### src/rtl/pipeline_hazard_ctrl.sv
// Stall/flush sequencer for the 5-stage pipeline: memory busy-wait freeze,
// load-use bubbles, wrong-path squash after redirects, and saturating event counters.
module pipeline_hazard_ctrl #(
  parameter int FLUSH_CYCLES = 1,
  parameter int CNT_W        = 16
) (
  input  logic             CLK,
  input  logic             RESET,
  input  logic             IMEM_BUSY,
  input  logic             DMEM_BUSY,
  input  logic [4:0]       ID_RS1,
  input  logic [4:0]       ID_RS2,
  input  logic             ID_USE_RS1,
  input  logic             ID_USE_RS2,
  input  logic [4:0]       EX_RD,
  input  logic             EX_MEM_READ,
  input  logic             EX_REDIRECT,
  output logic             PC_EN,
  output logic             IFID_EN,
  output logic             IDEX_EN,
  output logic             EXMEM_EN,
  output logic             MEMWB_EN,
  output logic             IFID_FLUSH,
  output logic             IDEX_FLUSH,
  output logic [1:0]       STATE,
  output logic [CNT_W-1:0] STALL_CNT,
  output logic [CNT_W-1:0] FLUSH_CNT
);

  typedef enum logic [1:0] {
    RUN      = 2'd0,
    FLUSH    = 2'd1,
    MEM_WAIT = 2'd2
  } state_t;

  localparam logic [3:0] REM_INIT = 4'(FLUSH_CYCLES - 1);

  state_t           state_q, state_d, saved_q, saved_d, eff_state;
  logic [3:0]       rem_q, rem_d;
  logic [CNT_W-1:0] stall_q, stall_d, flush_q, flush_d;
  logic             busy, lu;

  function automatic logic [CNT_W-1:0] sat_inc(input logic [CNT_W-1:0] v);
    return (&v) ? v : v + CNT_W'(1);
  endfunction

  assign busy = IMEM_BUSY | DMEM_BUSY;
  assign lu   = EX_MEM_READ && (EX_RD != 5'd0) &&
                ((ID_USE_RS1 && (ID_RS1 == EX_RD)) || (ID_USE_RS2 && (ID_RS2 == EX_RD)));

  // MEM_WAIT is transparent: once busy drops, the saved context decides this very cycle
  assign eff_state = (state_q == MEM_WAIT) ? saved_q : state_q;

  always_comb begin
    PC_EN      = 1'b1;
    IFID_EN    = 1'b1;
    IDEX_EN    = 1'b1;
    EXMEM_EN   = 1'b1;
    MEMWB_EN   = 1'b1;
    IFID_FLUSH = 1'b0;
    IDEX_FLUSH = 1'b0;
    state_d    = state_q;
    saved_d    = saved_q;
    rem_d      = rem_q;
    stall_d    = stall_q;
    flush_d    = flush_q;
    if (!RESET) begin
      {PC_EN, IFID_EN, IDEX_EN, EXMEM_EN, MEMWB_EN} = 5'b0;
      IFID_FLUSH = 1'b1;
      IDEX_FLUSH = 1'b1;
      state_d    = RUN;
      saved_d    = RUN;
      rem_d      = 4'd0;
      stall_d    = '0;
      flush_d    = '0;
    end else if (busy) begin
      {PC_EN, IFID_EN, IDEX_EN, EXMEM_EN, MEMWB_EN} = 5'b0;
      saved_d = eff_state;
      state_d = MEM_WAIT;
      stall_d = sat_inc(stall_q);
    end else begin
      state_d = eff_state;
      if (EX_REDIRECT) begin
        IFID_FLUSH = 1'b1;
        IDEX_FLUSH = 1'b1;
        flush_d    = sat_inc(flush_q);
        if (FLUSH_CYCLES > 1) begin
          state_d = FLUSH;
          rem_d   = REM_INIT;
        end else begin
          state_d = RUN;
        end
      end else if (eff_state == FLUSH) begin
        // the ID slot holds a squashed instruction, so LU is meaningless here
        IFID_FLUSH = 1'b1;
        rem_d      = rem_q - 4'd1;
        state_d    = (rem_q == 4'd1) ? RUN : FLUSH;
      end else if (lu) begin
        PC_EN      = 1'b0;
        IFID_EN    = 1'b0;
        IDEX_FLUSH = 1'b1;
        stall_d    = sat_inc(stall_q);
      end
    end
  end

  always_ff @(posedge CLK) begin
    state_q <= state_d;
    saved_q <= saved_d;
    rem_q   <= rem_d;
    stall_q <= stall_d;
    flush_q <= flush_d;
  end

  assign STATE     = state_q;
  assign STALL_CNT = stall_q;
  assign FLUSH_CNT = flush_q;

endmodule

### config.mk
export PLATFORM = sky130hd
export DESIGN_NAME = pipeline_hazard_ctrl
export DESIGN_NICKNAME = d
export VERILOG_FILES = /design/src/rtl/pipeline_hazard_ctrl.sv
export SDC_FILE = /design/constraint.sdc
export NUM_CORES = 1
export LEC_CHECK = 0
export ABC_AREA = 1
export CORE_UTILIZATION = 46
export CTS_BUF_LIST = sky130_fd_sc_hd__clkbuf_4
export DETAILED_ROUTE_END_ITERATION = 8
export GPL_ROUTABILITY_DRIVEN = 0
export GPL_TIMING_DRIVEN = 0
export PLACE_DENSITY_LB_ADDON = 0.2
export SYNTH_ARGS = -nofsm -noshare
export SYNTH_HDL_FRONTEND = slang
export SYNTH_SLANG_ARGS = --single-unit
### constraint.sdc
create_clock -name CLK -period 1.5 [get_ports CLK]
set_clock_uncertainty 0.05 [all_clocks]
set_input_delay 0.225 -clock CLK [delete_from_list [all_inputs] [get_ports CLK]]
set_output_delay 0.225 -clock CLK [all_outputs]
set_load 0.1 [all_outputs]
# After elaboration in Yosys (flattened, before gate mapping)
# Cells that the tools add are included.
# word_totals
regBits	40
inputBits	23
output_inout_bits	41
word_cells	60
# op_classes
add_sub_neg	3
eq_ne	7
muxes	26
bitwise	5
n_reduce_logical	13
# ops
operator	count
$mux 16	5
$add 16x1->16 const B	2
$reduce_and 16->1	2
$mux 1	17
$eq 5x5->1	2
$reduce_and 3->1	3
$mux 2	4
$reduce_bool 5->1	1
$eq 4x1->1 const B	1
$logic_and 1x1->1	4
$not 1->1	4
$sub 4x1->4 const B	1
$reduce_or 3->1	1
$eq 2x1->1 const B	1
$eq 2x2->1 const B	1
$ne 2x1->1 const B	1
$ne 2x2->1 const B	1
$reduce_bool 2->1	1
$logic_or 1x1->1	1
$or 1x1->1	1

# Longest topological paths before layout
# depth
word_depth	9
mapped_depth	12
ltp_nobuf	11

# Worst setup path after synthesis
# No wires, ideal clock.
# synth_path
path_type	input to output
start	in DMEM_BUSY
end	out PC_EN
arrival_time_ps	3072
setup_slack_ps	-1847
stages	6
path_cell_list	nor2_4 inv_4 nor2_1 nand2_1 inv_1 buf_4
# synth_between
elab_chain_len	3
# synth_rtl
element	line_no	text
start: declaration	10	input logic DMEM_BUSY,
$or 1x1->1	47	assign busy = IMEM_BUSY | DMEM_BUSY;
$mux 1 (2 in a row)	n/a	
end: declaration	18	output logic PC_EN,
# No other way between the ends.

# Worst setup path in the final report
# layout_path
start	reg state_q[1] (netlist: STATE[1])
end	out PC_EN
# layout_between
elab_chain_len	7
# layout_rtl
element	line_no	text
start: declaration	38	state_t state_q, state_d, saved_q, saved_d, eff_state;
start signal: assignment	108	state_q <= state_d;
$eq 2x2->1	52	assign eff_state = (state_q == MEM_WAIT) ? saved_q : state_q;
$mux 2 *	52	
$eq 2x1->1 *	93	end else if (eff_state == FLUSH) begin
$mux 1 *	93	
$mux 1 *	83	if (EX_REDIRECT) begin
$mux 1 *	76	end else if (busy) begin
$mux 1 *	67	if (!RESET) begin
# Every way passes the cells marked *; elsewhere a longest branch is shown, timed or not.

==> impl_metrics.env <==
export IMPL_status="finished, violations left"
export IMPL_violations="negative setup slack"
export IMPL_synth_most_common_cell="nand2_1"
export IMPL_swShare=0.322
export IMPL_reg2reg_depth=12
export IMPL_path_max_fanout=3
export IMPL_fmax_ghz=0.511
export IMPL_crit_chain="a21oi_4 -> nor2_4 -> nor2_4 -> nand2_1 -> nand2_2 -> clkinvlp_4 -> buf_12 -> buf_12"
export IMPL_fin_util=0.762
export IMPL_cp_end_kind="output pin"
export IMPL_critPathRequiredTime_ns=1.22
export IMPL_drt_antenna_violating_nets=0
export IMPL_antenna_found_initial=0
export IMPL_antenna_cells=0
export IMPL_regToRegSetupSlack_ns=-0.34
export IMPL_drtPass1Iterations=4
export IMPL_p_total_mw=2.35
export IMPL_timing_final_hold_violations=0
export IMPL_crit_start="STATE[1]"
export IMPL_drc=0
export IMPL_worstMarginPinSlew_ns=0.687
export IMPL_synth_common_cells="nand2_1 (83), nor2_1 (41), dfxtp_1 (40), inv_1 (40), nand3_1 (37)"
export IMPL_rsz0062_at_grt="yes"
export IMPL_coreArea_um2=5200
export IMPL_rr_endpoint="STALL_CNT[11]"
export IMPL_ios=64
export IMPL_clock_latency_ns=0.37
export IMPL_nets=499
export IMPL_slowest_stage="dfxtp_4"
export IMPL_reg2reg_from="STATE[1]"
export IMPL_via_per_inst=5.22
export IMPL_fillers=375
export IMPL_leakagePower_nw=1.67
export IMPL_drive_above_1_share=0.476
export IMPL_cp_endpoint="PC_EN"
export IMPL_routed_wl_um=7660
export IMPL_io_buffers=63
export IMPL_synth_edff_count=0
export IMPL_numCtsBuffers=5
export IMPL_die_area_um2=5840
export IMPL_crit_type="register to output pin"
export IMPL_syn_area_per_cell_um2=6.90
export IMPL_hp_class="input port to register"
export IMPL_drtIter0Drc=194
export IMPL_start_util=0.489
export IMPL_yosysSeqAreaShare=0.314
export IMPL_h_tree_depth=2
export IMPL_grt_start_max_net_pins=13
export IMPL_start_kind="register"
export IMPL_min_period_ns=1.96
export IMPL_rows=26
export IMPL_synth_cell_type_count=38
export IMPL_min_period_over_period=1.31
export IMPL_root_buffer="clkbuf_4"
export IMPL_p_seq_frac=0.447
export IMPL_synth_fa_ha_area_frac=0.0196
export IMPL_synthTopCellsByArea="dfxtp_1 (31%), nand2_1 (12%), nand3_1 (7.3%)"
export IMPL_synth_top_family_by_area="simple AND/OR/NAND/NOR gates"
export IMPL_slowest_delay_ns=0.38
export IMPL_synth_area_mux_share=0
export IMPL_async_flop_share=0
export IMPL_dp_hpwl_um=4570
export IMPL_finalSetupViolations=39
export IMPL_cap_violations=0
export IMPL_vias=2834
export IMPL_cts_sinks=40
export IMPL_yosys_warnings=0
export IMPL_cts_hold_buf=0
export IMPL_dp_cells=502
export IMPL_cp_data_arrival_time_ns=1.68
export IMPL_instances_no_fill=543
export IMPL_cts_tree="yes"
export IMPL_netlist_area_um2=2550
export IMPL_die_x_um=76.4
export IMPL_area_growth_pct=55.6
export IMPL_power_density_nw_per_um2=593
export IMPL_synth_top_area_frac=0.314
export IMPL_cts_max_path_buffers=2
export IMPL_yosys_area_share_simple=0.384
export IMPL_grt_pass1_wl_um=11400
export IMPL_vdd_ir_drop_max_mv=0.706
export IMPL_internal_power_mw=1.59
export IMPL_synth_main_ff_cell="dfxtp_1"
export IMPL_power_frac_comb=0.252
export IMPL_grtUsageTotal=0.240
export IMPL_synth_compound_area_share=0.109
export IMPL_clk_pin_slew_ns=0.12
export IMPL_dpl_worst_slack_ns=-1.54
export IMPL_setup_slack_ns=-0.458
export IMPL_first_global_vias=2477
export IMPL_synth_xor_area_frac=0.0688
export IMPL_relSlewSlack=0.542
export IMPL_p_sw_mw=0.758
export IMPL_power_frac_clock=0.301
export IMPL_avgRoutedWirePerCell_um=14.1
export IMPL_yosysTopAreaCell="dfxtp_1"
export IMPL_maxSlewViolCount=0
export IMPL_grt_overflow_total=0
export IMPL_syn_num_nets=396
export IMPL_syn_inst=369
export IMPL_fp_dieH_um=76.4
export IMPL_synth_seq_cells=40
## area by class of cell
type	count	area, um2	area share
plain buffers	11	115	0.0290
clock buffers	5	37.5	0.00947
clock inverters	3	37.5	0.00947
inverters	45	188	0.0473
multi-input cells	273	1770	0.447
flip-flops and latches	40	920	0.232
well taps	70	87.6	0.0221
repair buffers	96	808	0.204
## metal layers
layer  track usage  up-vias  part of all wire
met2         0.428       77              0.53
met5             0        -                 0
li1              -     1393                 -
met4        0.0846        0             0.025
met3        0.0455       24             0.039
met1         0.283     1340              0.41
## critical path: cells and delay by family, from the launching register on
family / cells / cell delay (ns)
flops: 1 / 0.38
simple gates: 4 / 0.31
buf+inv: 3 / 0.41
compound gates: 1 / 0.22
## worst min-delay path by stage
stage,start,end,slack [ns],cells after the start
2_1_floorplan,EX_REDIRECT,STATE[0],0.24,1
3_3_place_gp,FLUSH_CNT[3],FLUSH_CNT[3],0.40,1
3_5_place_dp,FLUSH_CNT[3],FLUSH_CNT[3],0.41,1
4_1_cts,RESET,FLUSH_CNT[3],0.25,3
5_1_grt,EX_REDIRECT,STATE[0],0.05,2
6_report,EX_REDIRECT,STATE[0],0.04,2
## state kept, by name (all words and copies together), names as in the netlist
signal and flops:
FLUSH_CNT 16, STALL_CNT 16, STATE 2, rem_q 4, saved_q 2
## power by group through the flow
stage / Sequential (mW) / Combinational, mW / Clock (mW)
2_1_floorplan: 1.17 / 0.254 / 0
5_1_grt: 1.05 / 0.624 / 0.760
3_5_place_dp: 1.08 / 0.487 / 0
6_report: 1.05 / 0.592 / 0.709
3_3_place_gp: 1.08 / 0.480 / 0
4_1_cts: 1.05 / 0.536 / 0.711
## through the flow
| step | cell area [um2] | TNS, ns | hold slack (ns) |
|---|---|---|---|
| global route | 3960 | -10.56 | 0.0533 |
| finish | 3960 | -8.43 | 0.0436 |
| CTS | 3650 | -4.32 | 0.246 |
| detailed placement | 3520 | -32.98 | 0.407 |
| global placement | 3520 | -31.67 | 0.397 |
| floorplan | 2800 | -5.42 | 0.243 |
## cell families after synthesis
group | Yosys count
xor+xnor | 20
flops | 40
fa+ha+maj | 4
compound gates | 45
buf+inv | 56
simple gates | 204
## repair_timing
item,CTS,global route
gates resized for setup,266,76
pin swaps,22,19
endpoints found under the setup margin,66,51
gates cloned,1,2
buffers inserted,17,13
## placed cells by master (no fill, tap or decap), types with 3 or more instances in the layout
| cell type | n |
|---|---|
| nand2_2 | 18 |
| nand2_4 | 8 |
| nand3_2 | 5 |
| buf_4 | 29 |
| clkbuf_4 | 14 |
| inv_2 | 9 |
| o21ai_2 | 5 |
| xnor2_1 | 9 |
| inv_1 | 32 |
| buf_6 | 10 |
| nor2_4 | 10 |
| nor3_1 | 6 |
| nor2_2 | 6 |
| a21oi_2 | 17 |
| a21oi_1 | 13 |
| clkbuf_2 | 5 |
| dfxtp_4 | 30 |
| dfxtp_2 | 5 |
| xor2_1 | 11 |
| nor3b_2 | 3 |
| nor2_1 | 30 |
| clkbuf_1 | 3 |
| nand3_1 | 32 |
| nand2_1 | 71 |
| dlygate4sd2_1 | 14 |
| nand4_1 | 6 |
| buf_12 | 8 |
| buf_2 | 23 |
| dfxtp_1 | 5 |
No activity file was read; power rests on OpenSTA's default activity.
